File: src/rtl/sar_search_pkg.sv
// Shared definitions for the successive-approximation search controller:
// FSM state encoding, default operand width and comparator-bundle layout.
package sar_search_pkg;

  localparam int unsigned DEFAULT_WIDTH = 8;

  typedef enum logic [1:0] {
    ST_IDLE   = 2'd0,
    ST_STEP   = 2'd1,
    ST_VERIFY = 2'd2,
    ST_DONE   = 2'd3
  } state_e;

  // Comparator result bundle {G, E, L}
  localparam int unsigned CMP_W     = 3;
  localparam int unsigned CMP_G_BIT = 2;
  localparam int unsigned CMP_E_BIT = 1;
  localparam int unsigned CMP_L_BIT = 0;

  // A legal comparator code has exactly one of G/E/L asserted
  function automatic logic cmp_legal(input logic [CMP_W-1:0] c);
    return (c == 3'b001) || (c == 3'b010) || (c == 3'b100);
  endfunction

endpackage

File: src/rtl/sar_search.sv
// Successive-approximation search controller. Presents a trial value to an
// external combinational magnitude comparator and resolves the unknown
// target MSB-first from the returned G/E/L code.
// Ports:
//   clk, rst_n          clock, synchronous active-low reset
//   start               request a new search (sampled in IDLE only)
//   cmp_g/cmp_e/cmp_l   comparator result: target >, ==, < trial
//   trial               registered trial value to the comparator
//   busy                search in progress
//   done                one-cycle completion pulse
//   result/found/err    resolved value, equality confirmed, illegal code seen
module sar_search
  import sar_search_pkg::*;
#(
  parameter int unsigned WIDTH = DEFAULT_WIDTH
) (
  input  logic             clk,
  input  logic             rst_n,
  input  logic             start,
  input  logic             cmp_g,
  input  logic             cmp_e,
  input  logic             cmp_l,
  output logic [WIDTH-1:0] trial,
  output logic             busy,
  output logic             done,
  output logic [WIDTH-1:0] result,
  output logic             found,
  output logic             err
);

  localparam int unsigned IDX_W = (WIDTH > 1) ? $clog2(WIDTH) : 1;

  state_e             state_q, state_d;
  logic [IDX_W-1:0]   idx_q, idx_d;
  logic [WIDTH-1:0]   trial_q, trial_d;
  logic [WIDTH-1:0]   result_q, result_d;
  logic               found_q, found_d;
  logic               err_q, err_d;
  logic               busy_q, busy_d;
  logic               done_q, done_d;
  logic [CMP_W-1:0]   cmp;
  logic               legal;

  assign cmp   = {cmp_g, cmp_e, cmp_l};
  assign legal = cmp_legal(cmp);

  // State and datapath registers
  always_ff @(posedge clk) begin
    if (!rst_n) begin
      state_q  <= ST_IDLE;
      idx_q    <= IDX_W'(WIDTH - 1);
      trial_q  <= '0;
      result_q <= '0;
      found_q  <= 1'b0;
      err_q    <= 1'b0;
      busy_q   <= 1'b0;
      done_q   <= 1'b0;
    end else begin
      state_q  <= state_d;
      idx_q    <= idx_d;
      trial_q  <= trial_d;
      result_q <= result_d;
      found_q  <= found_d;
      err_q    <= err_d;
      busy_q   <= busy_d;
      done_q   <= done_d;
    end
  end

  // Next-state and datapath update
  always_comb begin
    state_d  = state_q;
    idx_d    = idx_q;
    trial_d  = trial_q;
    result_d = result_q;
    found_d  = found_q;
    err_d    = err_q;
    busy_d   = busy_q;
    done_d   = 1'b0;

    unique case (state_q)
      ST_IDLE: begin
        if (start) begin
          state_d          = ST_STEP;
          trial_d          = '0;
          trial_d[WIDTH-1] = 1'b1;
          idx_d            = IDX_W'(WIDTH - 1);
          busy_d           = 1'b1;
          result_d         = '0;
          found_d          = 1'b0;
          err_d            = 1'b0;
        end
      end

      ST_STEP: begin
        if (!legal || cmp[CMP_E_BIT]) begin
          // Illegal code or early equality both terminate on the current trial
          state_d  = ST_DONE;
          result_d = trial_q;
          found_d  = legal;
          err_d    = !legal;
          busy_d   = 1'b0;
          done_d   = 1'b1;
        end else begin
          if (cmp[CMP_L_BIT]) begin
            trial_d[idx_q] = 1'b0;
          end
          if (idx_q != '0) begin
            idx_d          = idx_q - IDX_W'(1);
            trial_d[idx_d] = 1'b1;
          end else begin
            state_d = ST_VERIFY;
          end
        end
      end

      ST_VERIFY: begin
        state_d  = ST_DONE;
        result_d = trial_q;
        found_d  = legal && cmp[CMP_E_BIT];
        err_d    = !legal;
        busy_d   = 1'b0;
        done_d   = 1'b1;
      end

      ST_DONE: begin
        state_d = ST_IDLE;
      end

      default: begin
        state_d = ST_IDLE;
      end
    endcase
  end

  assign trial  = trial_q;
  assign busy   = busy_q;
  assign done   = done_q;
  assign result = result_q;
  assign found  = found_q;
  assign err    = err_q;

endmodule

File: config.mk
export PLATFORM = sky130hd
export DESIGN_NAME = sar_search
export DESIGN_NICKNAME = d
export VERILOG_FILES = /design/src/rtl/sar_search_pkg.sv /design/src/rtl/sar_search.sv
export SDC_FILE = /design/constraint.sdc
export NUM_CORES = 1
export LEC_CHECK = 0
export CORE_MARGIN = 2
export CORE_UTILIZATION = 50
export CTS_CLUSTER_SIZE = 24
export DETAILED_ROUTE_END_ITERATION = 10
export PLACE_DENSITY = 0.87
export SLEW_MARGIN = 20
export SYNTH_ARGS = -nofsm -noshare
export SYNTH_HDL_FRONTEND = slang
export SYNTH_SLANG_ARGS = --single-unit
export TNS_END_PERCENT = 5
File: constraint.sdc
create_clock -name clk -period 2.1 [get_ports clk]
set_input_delay 0.42 -clock clk [delete_from_list [all_inputs] [get_ports clk]]
set_output_delay 0.42 -clock clk [all_outputs]
set_load 0.01 [all_outputs]
Yosys cells after proc, flatten, opt, wreduce, memory -nomap -nowiden
Index checks and enable logic that the tools add are counted.
W data, S select, Z words.
{"block": "word_totals", "regBits": 25, "latchBits": 0, "ramBits": 0, "romBits": 0, "input_bits": 6, "out_inout_bits": 20, "word_cells": 74, "n_memories": 0}
{"block": "op_classes", "addsub": 1, "n_mul": 0, "n_div": 0, "order_cmp": 4, "n_eq_ne": 11, "n_shift": 0, "n_mux": 32, "n_bitwise": 3, "n_reduce_logical": 15}
{"op": "$mux W8", "count": 8}
{"op": "$pmux W8 S3", "count": 1}
{"op": "$pmux W8 S2", "count": 1}
{"op": "$mux W3", "count": 3}
{"op": "$pmux W1 S3", "count": 3}
{"op": "$and A8 B8 Y8", "count": 1}
{"op": "$lt A3 B4 Y1 const B", "count": 2}
{"op": "$mux W1", "count": 8}
{"op": "$ne A2 B2 Y1 const B", "count": 4}
{"op": "$not A8 Y8", "count": 1}
{"op": "$or A8 B8 Y8", "count": 1}
{"op": "$pmux W2 S4", "count": 1}
{"op": "$demux W1 S3", "count": 2}
{"op": "$ge A3 B1 Y1 const B", "count": 2}
{"op": "$mux W2", "count": 3}
{"op": "$pmux W3 S2", "count": 1}
{"op": "$reduce_and A3 Y1", "count": 2}
{"op": "$reduce_bool A3 Y1", "count": 2}
{"op": "$eq A2 B2 Y1 const B", "count": 2}
{"op": "$reduce_and A4 Y1", "count": 1}
{"op": "$eq A3 B1 Y1 const B", "count": 1}
{"op": "$eq A3 B2 Y1 const B", "count": 1}
{"op": "$eq A3 B3 Y1 const B", "count": 1}
{"op": "$logic_and A1 B1 Y1", "count": 3}
{"op": "other kinds (9)", "count": 11}

Longest topological paths before layout
Gate-level depths: netlist of the first run.
{"block": "logic_depth", "ltp_word": 13, "ltp_mapped": 7, "mapped_depth_nobuf": 6}

Least setup slack after synthesis of the first run
OpenSTA, ideal clock, no wires.
{"block": "synth_path", "kind": "flip-flop to flip-flop", "startpoint": "register state_q[1]", "endpoint": "register found_q (netlist: found)", "setup_time_ns": 0.116, "t_arrival_ns": 1.446, "required_time_ns": 1.984, "slack_ns": 0.538, "stages_incl_launch_ff": 7, "n_path_buf": 0, "synth_period_minus_slack_ns": 1.562, "path_cell_list": "dfxtp_1 inv_1 ha_1 and2b_4 a211o_1 and3_1 a41o_1"}
{"block": "synth_via", "elab_chain_cells": 3, "elab_cells_between_ends": 8, "cone_classes": "eq/ne (4); mux (1); reduce/logical (3)"}
{"item": "from (decl)", "line_no": "sar_search.sv:33", "source": "state_e state_q, state_d;"}
{"item": "from (signal assigned)", "line_no": "sar_search.sv:59", "source": "state_q <= state_d;"}
{"item": "$eq A2 B1 Y1 (tied with other cells)", "line_no": "sar_search.sv:81", "source": "unique case (state_q)"}
{"item": "$ne A2 B2 Y1 (no source line) or $reduce_bool A3 Y1 (tied branches)"}
{"item": "$reduce_and A3 Y1 (no source line)"}
{"item": "to (signal assigned)", "line_no": "sar_search.sv:63", "source": "found_q <= found_d;"}
{"item": "to (decl)", "line_no": "sar_search.sv:37", "source": "logic found_q, found_d;"}
Several ways; a longest one is shown, not always the timed one.
A chain may end at the register's enable or synchronous reset.

Worst setup path in the final report of the first run
{"block": "layout_path", "startpoint": "register state_q[1]", "endpoint": "register trial_q[1] (netlist: trial[1])"}
{"block": "layout_via", "elab_chain_cells": 3, "elab_cells_between_ends": 7, "cone_classes": "eq/ne (3); mux (1); reduce/logical (3)"}
{"item": "$eq A2 B1 Y1 or $logic_not A2 Y1 (tied branches)", "line_no": "sar_search.sv:81"}
{"item": "$ne A2 B2 Y1 (no source line) or $reduce_bool A2 Y1 (tied branches)"}
{"item": "$reduce_and A3 Y1 (no source line)"}
{"item": "to (signal assigned)", "line_no": "sar_search.sv:61", "source": "trial_q <= trial_d;"}
{"item": "to (decl)", "line_no": "sar_search.sv:35", "source": "logic [WIDTH-1:0] trial_q, trial_d;"}
Several ways; a longest one is shown, not always the timed one.

==> results of run 1 <==
-- how the worst max path moves through the flow --
stage	from	end	slack [ns]	cells past startpoint
final	state_q[1]	trial[1]	0.27	6
after global placement	cmp_l	trial[7]	0.06	6
after CTS	state_q[1]	trial[0]	0.31	6
after detailed placement	cmp_l	trial[7]	-0.007	6
after global routing	state_q[0]	busy	0.12	7
after floorplan	state_q[1]	found	0.54	6
-- power by group --
group | internal, W | switching, W
clock network | 0.0000732 | 0.000160
registers | 0.000530 | 0.0000335
logic | 0.000358 | 0.000521
-- layout by cell type (no fill, tap or decap), types with 5 or more instances in the layout --
cell type	count
nand3_1	14
dfxtp_1	25
inv_1	12
clkdlybuf4s50_1	25
buf_4	10
o21ai_0	6
nor2_1	9
and3_1	5
a21oi_1	22
ha_1	6
nand2_1	16
-- worst max-delay path, stage by stage, from the launching register on --
cell and delay [ns]:
dfxtp_1 0.35, inv_1 0.13, ha_1 0.35, nand2b_2 0.15, nor4_4 0.30, nand2_1 0.15
o32ai_1 0.31
-- state kept, by name, indices dropped and copies added (netlist names) --
name	flops
done	1
busy	1
found	1
err	1
trial	8
state_q	2
result	8
idx_q	3
-- metal layers --
layer | track usage (%) | wire (µm) | up-vias | part of all wire (%)
met5 | 0 | 0 | - | 0
met4 | 10.3 | 85 | 0 | 2.6
met3 | 2.95 | 196 | 17 | 5.9
met2 | 36.7 | 1590 | 60 | 48
met1 | 27.1 | 1430 | 616 | 43
li1 | - | - | 652 | -
-- per-stage QoR --
stage / cells / TNS [ns] / area (µm²)
after floorplan: 169 / 0 / 1440
after global placement: 225 / 0 / 1740
after detailed placement: 225 / -0.00676 / 1740
after CTS: 229 / 0 / 1770
after global routing: 229 / 0 / 1770
final: 229 / 0 / 1770
-- cell type report --
class / count / area share (%)
multi-input combinational: 121 / 46.6
sequential: 25 / 28.3
timing repair buffer: 35 / 18.4
inverter: 13 / 2.76
tap: 31 / 2.20
clock buffer: 3 / 1.27
clock inverter: 1 / 0.425
-- cells by family (layout without fill, tap and decap cells) --
kind of cell	after synthesis	in the layout	share of synthesized area, %
buffers and inverters	23	52	7.76
xor gates and xnor gates	3	3	4.45
muxes	4	4	2.96
DFF	25	25	34.9
AOI/OAI and AO/OA	44	44	20.2
adders and majority gates	6	6	5.23
and+or+nand+nor	64	64	24.5
==> impl_metrics.ini, run 1 <==
[timing]
worst_slew_pin_slew_ns = 0.434
timing.final.ws_setup_ns = 0.267
min_period_ns = 1.83
relSlewSlack_pct = 70.2
whs_ns = 0.461
setup_violations = 0
finalHoldViolCount = 0
fin_skew_ns = 0.00977
layout_worst_path_cycle_share_pct = 87.3
rsz0062_at_grt = false
slew_viol_final = 0
max_freq_ghz = 0.546

[power]
power_density_nw_per_um2 = 948
leakagePower_nw = 0.658
p_total_w = 0.00167
ir_drop_mv = 0.812

[yosys]
synth_fp_nets = 181
yosysUniqueCellTypes = 41
seq_area_frac_synth_pct = 34.9
ys_top_cells_by_count = dfxtp_1 (25), a21oi_1 (22), nand2_1 (16)
synthTopCellsByArea = dfxtp_1 (35%), a21oi_1 (7.7%), ha_1 (5.2%)
synthesis.area_um2 = 1440
yosysTopAreaCellShare_pct = 34.9
ys_warn_count = 0
yosysMostFrequentCell = dfxtp_1
syn_avg_cell_area_um2 = 8.49
async_flop_share_pct = 0
synth_seq_cells = 25
yosysTopAreaCell = dfxtp_1
ys.flop_type = dfxtp_1
synth_edf_count = 0
synthCells = 169

[setup_path]
critical_path_class = register to register
cp_data_required_time_ns = 2.35
r2r_cells = 6
endpoint_kind = register
critical_path_arrival_ns = 2.08
regToRegSetupSlack_ns = 0.27
r2r-end = trial[1]
start_kind = register
r2r-start = state_q[1]
path_max_fanout = 8

[global_route]
grt_use_total_pct = 21.7
grt_max_degree = 16
grt_pass1_vias = 1297
grt_overflow = 0
antenna_found_initial = 0
grt_first_pass_wirelength_mm = 5.64

[routing]
wirelength_mm = 3.30
vias_per_cell = 5.87
drc = 0
drtAntennaViolNets = 0
drt_iter0_drc = 69
num_vias = 1345
firstDrtPassIters = 4
routedWlPerCell_um = 14.4

[floorplanning]
die_x_um = 57.6
rows = 19
core_um2 = 2730
ios = 26
die_area_um2 = 3310
start_util_pct = 52.5
dieHeight_um = 57.6

[cells_and_area]
n_antenna_cell = 0
nets = 211
regArea_um2 = 500
multi_input_area_um2 = 823
fillCellCount = 226
syn_to_final_growth_pct = 23.1
layout-drive-gt1-share_pct = 12.6
fin_util_pct = 64.6

[place]
port_buffers = 25
dp_hpwl_mm = 2.49
gp_congestion = 0.823
place_ws_ns = -0.00676

[clock_tree]
h-tree-depth = 1
cts_buffers = 3
clock_sinks = 25
cts_tree = built
insertion_delay_ns = 0.34
ctsResizeCount = 0
clkTransAtPathRegs_ns = 0.15
cts_buffer_depth = 2
postCtsSetupBuffers = 0
cts_hold_buf = 0
cts_root_buffer = clkbuf_4

[run_status]
outcome = finished clean

[hold_path]
min-delay-start = result[2]
hold_depth = 2
whs_endpoint = result[2]
hold_class = register to register

[job]
maxCapViolCount = 0
Power figures use the tool's default switching activity.
==> inputs of run 2 (changes only) <==
Settings changed: REMOVE_ABC_BUFFERS set to 1.
==> impl_metrics.ini, run 2 (same netlist as run 1, synthesis figures left out) <==
[setup_path]
regToRegSetupSlack_ns = 0.25
endpoint_kind = register
cp_data_required_time_ns = 2.34
path_max_fanout = 8
critical_path_class = register to register
cpPeakStageDelay_ns = 0.44
critical_path_arrival_ns = 2.10
start_kind = register
critical_path.slowest_cell = a311oi_4
path_cells = inv_1 > ha_1 > and3b_1 > a311oi_4 > a21oi_1 > o32ai_1

[power]
comb_power_share_pct = 52.7
p_switching_w = 0.000712
intPower_w = 0.000960
p_total_w = 0.00167
ir_drop_mv = 0.890
leakagePower_nw = 0.658
power_density_nw_per_um2 = 947
p_seq_share_pct = 33.6
switching_share_pct = 42.6
pwr-share-clk_pct = 13.8

[cells_and_area]
layout-drive-gt1-share_pct = 12.6
multi_input_area_um2 = 823
n_antenna_cell = 0
regArea_um2 = 500
fillCellCount = 241
final_cell_mix = dfxtp_1 (25), clkdlybuf4s50_1 (25), a21oi_1 (22)
design_area_um2 = 1770
fin_util_pct = 64.6
syn_to_final_growth_pct = 23.1
nets = 211

[routing]
vias_per_cell = 5.86
drt_iter0_drc = 68
firstDrtPassIters = 4
wirelength_mm = 3.40
drtAntennaViolNets = 0
routedWlPerCell_um = 14.9
drc = 0
num_vias = 1343

[clock_tree]
cts_tree = built
postCtsSetupBuffers = 0
clkTransAtPathRegs_ns = 0.14
clock_sinks = 25
cts_root_buffer = clkbuf_4
cts_buffers = 3
cts_buffer_depth = 2
cts_hold_buf = 0
h-tree-depth = 1
insertion_delay_ns = 0.34
ctsResizeCount = 0

[place]
placed_area_um2 = 1740
place_ws_ns = -0.00576
dp_hpwl_mm = 2.61
port_buffers = 25
gp_congestion = 0.817

[run_status]
outcome = finished clean

[global_route]
grt_max_degree = 16
grt_pass1_vias = 1242
antenna_found_initial = 0
grt_first_pass_wirelength_mm = 5.66
grt_use_total_pct = 22.0
grt_overflow = 0

[floorplanning]
ios = 26
dieHeight_um = 57.6
die_x_um = 57.6
start_util_pct = 52.5
rows = 19
die_area_um2 = 3310
core_um2 = 2730

[timing]
fin_skew_ns = 0.00587
setup_violations = 0
rsz0062_at_grt = false
max_freq_ghz = 0.540
fin_setup_tns_ns = 0
timing.final.ws_setup_ns = 0.248
slew_viol_final = 0
relSlewSlack_pct = 67.6
layout_worst_path_cycle_share_pct = 88.2
finalHoldViolCount = 0
worst_slew_pin_slew_ns = 0.485
min_period_ns = 1.85

[hold_path]
hold_class = register to register

[job]
maxCapViolCount = 0
run 2: cell counts in the layout (fill, tap and decap cells not counted):
Identical to the previous run, type by type.
run 2: layer usage:
layer	global-route usage [%]	wire, µm
met3	2.04	122
met1	27.3	1500
met4	9.30	63
met2	38.8	1710
met5	0	0
run 2: critical path: cells and delay by family (launching register included):
family | cells | cell delay, ns
fa+ha+maj | 1 | 0.35
simple gates | 1 | 0.27
flops | 1 | 0.34
buf+inv | 1 | 0.12
compound gates | 3 | 0.67
run 2: power by group through the flow:
stage / clock network (W) / registers, W / logic [W]
3_3_place_gp: 0 / 0.000569 / 0.000839
3_5_place_dp: 0 / 0.000574 / 0.000866
6_report: 0.000230 / 0.000561 / 0.000881
2_1_floorplan: 0 / 0.000586 / 0.000541
4_1_cts: 0.000237 / 0.000563 / 0.000871
5_1_grt: 0.000247 / 0.000567 / 0.000954
run 2: worst paths after layout:
check                  start         to  cells past startpoint
setup / recovery  state_q[1]   trial[4]                      6
hold / removal     result[2]  result[2]                      2
setup reg to reg  state_q[1]   trial[4]                      6
hold reg to reg    result[2]  result[2]                      2
run 2: final cells by class:
cell class	count	area share, %
clock buffer	3	1.27
clock inverter	1	0.425
inverter	13	2.76
multi-input combinational	121	46.6
sequential	25	28.3
tap	31	2.20
timing repair buffer	35	18.4
run 2: through the flow:
| stage | hold slack, ns | instances |
|---|---|---|
| finish | 0.464 | 229 |
| global route | 0.494 | 229 |
| CTS | 0.464 | 229 |
| detailed placement | 0.447 | 225 |
| global placement | 0.438 | 225 |
| floorplan | 0.476 | 159 |
